--- src/rtl/tdm_mux_8_1_if.sv ---
// tdm_mux_8_1 bus: eight channel inputs with per-channel
// valid/ready, plus the shared slot output stream.
interface tdm_mux_8_1_if #(
  parameter int WIDTH  = 1,
  parameter int FCNT_W = 8
);
  logic [7:0]         ch_en;
  logic [8*WIDTH-1:0] in_data;
  logic [7:0]         in_valid;
  logic [7:0]         in_ready;
  logic               out_ready;
  logic [WIDTH-1:0]   out_data;
  logic [2:0]         out_sel;
  logic               out_valid;
  logic               out_sof;
  logic [FCNT_W-1:0]  frame_cnt;

  modport master (
    output ch_en, in_data, in_valid, out_ready,
    input  in_ready, out_data, out_sel,
    input  out_valid, out_sof, frame_cnt
  );

  modport slave (
    input  ch_en, in_data, in_valid, out_ready,
    output in_ready, out_data, out_sel,
    output out_valid, out_sof, frame_cnt
  );
endinterface

--- src/rtl/tdm_mux_8_1.sv ---
// Eight-channel round-robin TDM multiplexer with
// one-entry holding buffer per channel.
module tdm_mux_8_1 #(
  parameter int WIDTH  = 1,
  parameter int FCNT_W = 8
) (
  input logic          clk,
  input logic          rst,
  tdm_mux_8_1_if.slave bus
);
  logic [2:0]        slot_q, slot_d;
  logic [7:0]        full_q, full_d;
  logic [WIDTH-1:0]  hold_q [8];
  logic [WIDTH-1:0]  hold_d [8];
  logic [7:0]        unload, rdy, load;
  logic [WIDTH-1:0]  odata_q, odata_d;
  logic [2:0]        osel_q;
  logic              ovalid_q, osof_q;
  logic [FCNT_W-1:0] fcnt_q, fcnt_d;

  always_comb begin
    unload = '0;
    if (bus.out_ready) unload[slot_q] = 1'b1;
    rdy  = bus.ch_en & (~full_q | unload);
    load = bus.in_valid & rdy;
    for (int i = 0; i < 8; i++) begin
      full_d[i] = load[i] | (full_q[i] & ~unload[i]);
      hold_d[i] = load[i] ? bus.in_data[i*WIDTH +: WIDTH]
                          : hold_q[i];
    end
    slot_d  = slot_q + 3'd1;
    odata_d = full_q[slot_q] ? hold_q[slot_q] : '0;
    fcnt_d  = (slot_q == 3'd7) ? fcnt_q + 1'b1 : fcnt_q;
  end

  always_ff @(posedge clk or posedge rst) begin
    if (rst) begin
      slot_q   <= '0;
      full_q   <= '0;
      for (int i = 0; i < 8; i++) hold_q[i] <= '0;
      odata_q  <= '0;
      osel_q   <= '0;
      ovalid_q <= 1'b0;
      osof_q   <= 1'b0;
      fcnt_q   <= '0;
    end else begin
      full_q <= full_d;
      for (int i = 0; i < 8; i++) hold_q[i] <= hold_d[i];
      // the output stage reads the pre-load word, so an
      // unload paired with a reload keeps both words
      if (bus.out_ready) begin
        slot_q   <= slot_d;
        osel_q   <= slot_q;
        ovalid_q <= full_q[slot_q];
        odata_q  <= odata_d;
        osof_q   <= (slot_q == 3'd0);
        fcnt_q   <= fcnt_d;
      end
    end
  end

  assign bus.in_ready  = rdy;
  assign bus.out_data  = odata_q;
  assign bus.out_sel   = osel_q;
  assign bus.out_valid = ovalid_q;
  assign bus.out_sof   = osof_q;
  assign bus.frame_cnt = fcnt_q;
endmodule

--- src/flat_wrapper.sv ---
// flat-port wrapper written by rule: the top's interface ports become plain ports
module tdm_mux_8_1_flat 
#(
  parameter int WIDTH  = 1,
  parameter int FCNT_W = 8
)
  (clk, rst, bus_ch_en, bus_in_data, bus_in_valid, bus_out_ready, bus_in_ready, bus_out_data, bus_out_sel, bus_out_valid, bus_out_sof, bus_frame_cnt);
  tdm_mux_8_1_if #(.WIDTH(WIDTH), .FCNT_W(FCNT_W)) bus_i ();
  input logic clk;
  input logic rst;
  input wire logic [$bits(bus_i.ch_en)-1:0] bus_ch_en;
  input wire logic [$bits(bus_i.in_data)-1:0] bus_in_data;
  input wire logic [$bits(bus_i.in_valid)-1:0] bus_in_valid;
  input wire logic [$bits(bus_i.out_ready)-1:0] bus_out_ready;
  output wire logic [$bits(bus_i.in_ready)-1:0] bus_in_ready;
  output wire logic [$bits(bus_i.out_data)-1:0] bus_out_data;
  output wire logic [$bits(bus_i.out_sel)-1:0] bus_out_sel;
  output wire logic [$bits(bus_i.out_valid)-1:0] bus_out_valid;
  output wire logic [$bits(bus_i.out_sof)-1:0] bus_out_sof;
  output wire logic [$bits(bus_i.frame_cnt)-1:0] bus_frame_cnt;
  assign bus_i.ch_en = bus_ch_en;
  assign bus_i.in_data = bus_in_data;
  assign bus_i.in_valid = bus_in_valid;
  assign bus_i.out_ready = bus_out_ready;
  assign bus_in_ready = bus_i.in_ready;
  assign bus_out_data = bus_i.out_data;
  assign bus_out_sel = bus_i.out_sel;
  assign bus_out_valid = bus_i.out_valid;
  assign bus_out_sof = bus_i.out_sof;
  assign bus_frame_cnt = bus_i.frame_cnt;
  tdm_mux_8_1 #(.WIDTH(WIDTH), .FCNT_W(FCNT_W)) u_core (.clk(clk), .rst(rst), .bus(bus_i));
endmodule
--- config.mk ---
export PLATFORM = sky130hd
export DESIGN_NAME = tdm_mux_8_1_flat
export DESIGN_NICKNAME = d
export VERILOG_FILES = /design/src/rtl/tdm_mux_8_1_if.sv /design/src/rtl/tdm_mux_8_1.sv /design/src/flat_wrapper.sv
export SDC_FILE = /design/constraint.sdc
export NUM_CORES = 1
export LEC_CHECK = 0
export ABC_AREA = 1
export CAP_MARGIN = 20
export CORE_MARGIN = 3
export CORE_UTILIZATION = 47
export DETAILED_ROUTE_END_ITERATION = 16
export GPL_TIMING_DRIVEN = 0
export PLACE_DENSITY = 0.84
export REMOVE_ABC_BUFFERS = 1
export SLEW_MARGIN = 20
export SYNTH_ARGS = -nofsm -noshare
export SYNTH_HDL_FRONTEND = slang
export SYNTH_SLANG_ARGS = --single-unit
--- constraint.sdc ---
create_clock -name clk -period 1.66 [get_ports clk]
set_input_delay 0.249 -clock clk [delete_from_list [all_inputs] [get_ports clk]]
set_output_delay 0.249 -clock clk [all_outputs]
set_load 0.1 [all_outputs]
==> run summary, run 1 <==
Worst-path fanout max: 5
Setup slack after layout: -0.1475 ns
Clock network fraction of total power: 0.094
Num CTS Buffers: 5
Yosys Warn Count: 0
Post-Synth XOR/XNOR Area: 0.03715
Max-cap viol count: 0
Max incr delay on CP: 0.49 ns
# clock sinks: 33
Final period util: 1.089
Most frequent cell after synthesis: nand2_1
Logic gate share of total power: 0.616
Synth Area in Simple Gates: 0.2578
Final hold slack: 0.3240 ns
Yosys reg bits: 33
Layout fillers: 206
Diodes inserted: 0
Leak: 1.283 nW
Yosys top cell area share: 0.5004
Largest net degree at the start of global routing: 34
Placement Setup Slack: -1.255 ns
Antenna violations before repair: 0
Mux share of post-synthesis cell area: 0.006823
Slew HR: 0.5578
Pwr per Cell Area: 1852 nW/um^2
Final Cell Area: 2589 sq um
Ranking of synthesized cells by area: dfrtp_1 50%, nand2_1 12%, inv_1 7.1%, nand3_1 5.8%, o21ai_2 4.2%
Largest family of logic cells by synthesized area: simple AND/OR/NAND/NOR gates
CTS root buf: clkbuf_4
Utilization after layout: 0.8082
Clk Latency, worst-skew pair: 0.34 ns
Compound-cell area share of the yosys netlist: 0.08112
Synth Cell Area: 1650 sq um
Register clock-pin slew on the reported worst setup and hold paths: 0.10 ns
CP Capture Type: output port
Via total after detailed routing: 1526
Die ar.: 4258 sq um
Die Ht: 65.26 um
Mapped Cells: 197
Worst VDD drop: 0.001199 V
Main synth FF type: dfrtp_1
1st-pass router iterations: 4
CTS tree: yes
Worst Path Buf+Inv: 2
Crit path kind: reg -> out
Worst-case clock buffer depth: 2
Vias in the first global route: 1601
HPWL Detailed: 2439 um
Width of the chip: 65.26 um
Final Slew Violations: 0
RSZ-0062 raised after global routing: true
Worst path slowest cell: dfrtp_2
GR Overflow Total: 0
Total track usage: 0.2214
Critical Path AT: 1.56 ns
Vias per cell: 4.923
Placed cell area: 2167 sq um
H-tree depth: 2
ANT nets after route: 0
Synth Area per Inst: 8.377 sq um
Worst Hold Class: in -> async
DRC Markers: 0
Worst-margin pin slew: 0.6623 ns
Switching pwr: 2.451 mW
Fin Setup TNS: -0.9452 ns
Total Nets Final: 297
Area of the multi-input gates: 815.8 sq um
Switching Share: 0.5111
Worst setup SP type: flip-flop
Worst Path Required: 1.41 ns
# IOs: 49
Seq/Total Area, Yosys: 0.5004
# port buffers: 48
Initial Utilization: 0.5152
Synth Area in Adders: 0.03033
Synth cell count leaders: 53 x nand2_1, 33 x dfrtp_1, 31 x inv_1
Final Non-Filler Cells: 310
Cell Int Power: 2.344 mW
Failing checks: setup timing
Status: finished, violations left
Netlist cell types: 20
Cell taking the most area after synthesis: dfrtp_1
Post-synth EDFFs: 0
DR WL/cell: 13.88 um
DR iter-0 viols: 53
CP cell instances: inv_4 > nand2_8 > o21ai_4 > and2_4 > buf_12
Min Clock Period, post-route: 1.807 ns
# placed instances: 287
# setup viols final: 9
First-pass GRT wire length: 7231 um
Family with the most delay on the worst path: flip-flops
Core area: 3203 sq um
Reg power frac: 0.289
GP Congestion: 0.8628
Share of layout cells above drive strength 1: 0.3008
Final WL: 4302 um
Overall power: 4.795 mW
Fmax: 0.5533 GHz
Synth-to-Final Area Change: 56.86%
Asr flop ratio synth: 1.000
Rows: 20
Final Hold Viols: 0
Clk_skew: 0.01120 ns
Reg area: 829.5 sq um
==> per-layer routing <==
layer	track usage	vias to the layer above	wire [um]
met5	0	-	0
met4	0.1114	0	118
met3	0.04786	14	205
met2	0.3742	48	2193
met1	0.2647	712	1784
li1	-	752	-
==> worst paths after layout <==
check	startpoint	end	slack, ns	depth (start not counted)
min in group clk	bus_out_ready	u_core.bus.out_valid	0.45	3
max	u_core.slot_q[0]	bus_in_ready[0]	-0.15	5
max in group asynchronous	rst	u_core.slot_q[2]	0.87	2
max reg2reg	u_core.slot_q[1]	u_core.bus.frame_cnt[6]	-0.02	9
min	rst	u_core.bus.out_valid	0.32	2
min reg2reg	u_core.bus.out_sel[0]	u_core.bus.out_sel[0]	0.48	2
==> power groups by stage <==
| stage | combinational (mW) | sequential (mW) | clock [mW] |
|---|---|---|---|
| finish | 2.96 | 1.39 | 0.453 |
| detailed placement | 2.29 | 1.35 | 0 |
| global route | 3.15 | 1.42 | 0.490 |
| global placement | 2.25 | 1.33 | 0 |
| floorplan | 1.17 | 1.91 | 0 |
| CTS | 2.80 | 1.36 | 0.458 |
==> layout make-up <==
cell class	count	share of cell area
clock buffers	7	0.02127
flip-flops and latches	33	0.3204
inverters	33	0.05075
repair buffers	64	0.2711
multi-input cells	129	0.3151
well taps	44	0.02127
==> sequential cells by signal (all words and copies together), names as in the netlist <==
name	flops
u_core.bus.frame_cnt	8
u_core.full_q	8
u_core.hold_q	8
u_core.bus.out_sel	3
u_core.slot_q	3
u_core.bus.out_data	1
u_core.bus.out_sof	1
u_core.bus.out_valid	1
==> layout by cell type (no fill, tap or decap), types with 5 or more instances in the layout <==
cell,n
nor2_1,11
clkdlybuf4s15_2,14
clkdlybuf4s50_1,25
and2_4,8
a21oi_1,5
o21ai_0,5
clkbuf_4,5
dfrtp_1,30
buf_12,8
nand3_1,19
inv_1,29
buf_4,15
nand2_1,47
o21ai_4,7
==> logic make-up after synthesis <==
group	after synthesis
buffers and inverters	35
and+or+nand+nor	97
xor gates and xnor gates	7
DFF	33
muxes	1
AOI/OAI and AO/OA	20
adders and majority gates	4
==> repair_timing <==
item	CTS	global route
gates resized for setup	150	7
pin swaps	14	9
setup buffers	12	4
hold buffers	0	0
setup endpoints to repair	26	15
(Power assumes the default switching activity.)
==> run 2, diff against run 1 <==
- ABC_AREA: 1 -> unset
- CORE_UTILIZATION: 47 -> 46
- PLACE_DENSITY: 0.84 -> 0.83
- SETUP_SLACK_MARGIN: unset -> 0.15
==> run summary, run 2 <==
Status: finished, violations left
Failing checks: setup timing
# clock sinks: 33
Total track usage: 0.2411
Worst-margin pin slew: 0.6862 ns
Placed cell area: 2125 sq um
Diodes inserted: 0
Layout fillers: 153
Crit path kind: reg -> out
Most frequent cell after synthesis: dfrtp_1
Num CTS Buffers: 5
Worst setup SP type: flip-flop
Final Hold Viols: 0
Antenna violations before repair: 0
Post-Synth XOR/XNOR Area: 0.04318
Reg area: 829.5 sq um
ANT nets after route: 0
Asr flop ratio synth: 1.000
Final WL: 5746 um
CTS tree: yes
Largest family of logic cells by synthesized area: simple AND/OR/NAND/NOR gates
Width of the chip: 65.40 um
Worst-path fanout max: 4
Yosys top cell area share: 0.5089
Final period util: 1.222
H-tree depth: 2
Post-synth EDFFs: 0
Ranking of synthesized cells by area: dfrtp_1 51%, mux2_1 8.3%, nand2_1 6.7%, mux4_2 4.2%, and2_1 3.9%
Cell taking the most area after synthesis: dfrtp_1
Most common cell after layout, fill and taps aside: dfrtp_1
Slew HR: 0.5419
Most frequent cells in the layout: 30 x dfrtp_1, 25 x nand2_1, 25 x clkdlybuf4s50_1
CTS root buf: clkbuf_4
# IOs: 49
Synth Area in Simple Gates: 0.1812
Main synth FF type: dfrtp_1
Total Nets Final: 260
DR WL/cell: 20.97 um
Compound-cell area share of the yosys netlist: 0.05628
Overall power: 5.814 mW
Min Clock Period, post-route: 2.028 ns
Mapped Cells: 141
# port buffers: 48
Final Cell Area: 2734 sq um
Area of the multi-input gates: 938.4 sq um
Vias in the first global route: 1527
Final Slew Violations: 0
Setup slack after layout: -0.3679 ns
Fin Setup TNS: -3.457 ns
Core area: 3203 sq um
Synth-to-Final Area Change: 68.47%
DRC Markers: 0
Die Ht: 65.40 um
Die ar.: 4277 sq um
Utilization after layout: 0.8535
DR iter-0 viols: 96
Final hold slack: 0.3257 ns
Synth Area per Inst: 11.51 sq um
Fmax: 0.4931 GHz
Register clock-pin slew on the reported worst setup and hold paths: 0.10 ns
Initial Utilization: 0.5066
Clk_skew: 0.008326 ns
Synth Area in Adders: 0.03084
Vias per cell: 5.646
GR Overflow Total: 0
Via total after detailed routing: 1547
Worst-case clock buffer depth: 2
GP Congestion: 0.7674
RSZ-0062 raised after global routing: true
First-pass GRT wire length: 7659 um
Rows: 20
Worst VDD drop: 0.001364 V
Leak: 1.249 nW
1st-pass router iterations: 4
Clk Latency, worst-skew pair: 0.35 ns
Max-cap viol count: 0
CP Capture Type: output port
Synth Cell Area: 1623 sq um
Worst Reg-to-Reg Cells: 6
Netlist cell types: 30
Worst Path Required: 1.41 ns
Pwr per Cell Area: 2126 nW/um^2
Seq/Total Area, Yosys: 0.5089
Synth cell count leaders: 33 x dfrtp_1, 29 x nand2_1, 12 x mux2_1
Largest net degree at the start of global routing: 34
Yosys reg bits: 33
# setup viols final: 13
Mux share of post-synthesis cell area: 0.1473
Worst Hold Class: in -> async
Share of layout cells above drive strength 1: 0.4696
Yosys Warn Count: 0
Critical Path AT: 1.78 ns
HPWL Detailed: 2449 um
## run 2: cell types whose count changed in the layout (fill, tap and decap cells not counted), moves of 6 or more
cell	previous run	this run
nor2_1	11	0
inv_1	29	3
buf_4	15	21
o21ai_4	7	0
nand3_1	19	1
mux2_1	0	7
buf_2	0	13
buf_6	1	17
clkdlybuf4s15_2	14	1
nand2_1	47	25
## run 2: final cells by class
class / count / share of cell area
clock buffers: 8 / 0.01785
inverters: 5 / 0.006865
multi-input cells: 98 / 0.3432
flip-flops and latches: 33 / 0.3034
well taps: 44 / 0.02014
repair buffers: 86 / 0.3085
## run 2: logic make-up (layout without fill, tap and decap cells)
| family | count (synthesis) | after routing |
|---|---|---|
| AND/OR/NAND/NOR | 55 | 55 |
| multiplexers | 17 | 17 |
| AO/OA/AOI/OAI | 14 | 14 |
| flip-flops | 33 | 33 |
| adder cells (fa/ha/maj) | 4 | 4 |
| buffers and inverters | 10 | 99 |
| XOR/XNOR | 8 | 8 |
## run 2: power breakdown
group	leakage [nW]	internal [mW]	switching, mW
registers	0.388	1.14	0.339
logic	0.834	1.64	2.25
clock network	0.0265	0.169	0.275
## run 2: path summary, 6_finish.rpt
check | slack (ns) | endpoint | start
setup / recovery | -0.37 | bus_in_ready[1] | u_core.slot_q[0]
hold reg to reg | 0.48 | u_core.bus.frame_cnt[7] | u_core.bus.frame_cnt[7]
hold / removal | 0.33 | u_core.bus.out_data | rst
max in group asynchronous | 0.85 | u_core.slot_q[1] | rst
min in group clk | 0.48 | u_core.bus.frame_cnt[7] | u_core.bus.frame_cnt[7]
setup reg to reg | -0.28 | u_core.hold_q[7] | u_core.slot_q[0]
## run 2: what timing repair did
| item | in CTS | in global routing |
|---|---|---|
| setup buffers | 33 | 5 |
| setup endpoints to repair | 42 | 31 |
| hold buffers | 0 | 0 |
| pin swaps | 20 | 18 |
| resized for setup | 172 | 36 |
## run 2: critical path, cell delays in order (launching register included)
cell and delay, ns:
dfrtp_2 0.44, buf_2 0.19, buf_4 0.15, nand4bb_1 0.17, nand2_1 0.15, and2_4 0.16
buf_12 0.16
## run 2: stage by stage
stage               std cells  worst slack, ns
finish                    274          -0.3679
global route              274          -0.4384
CTS                       269          -0.3169
detailed placement        228           -1.709
global placement          228           -1.693
floorplan                 136          -0.5433
## run 2: metal layers
layer / track usage / wire length (um) / vias up
li1: - / - / 672
met3: 0.06667 / 317 / 22
met1: 0.3006 / 2081 / 781
met4: 0.06218 / 212 / 0
met2: 0.4121 / 3134 / 72
met5: 0 / 0 / -
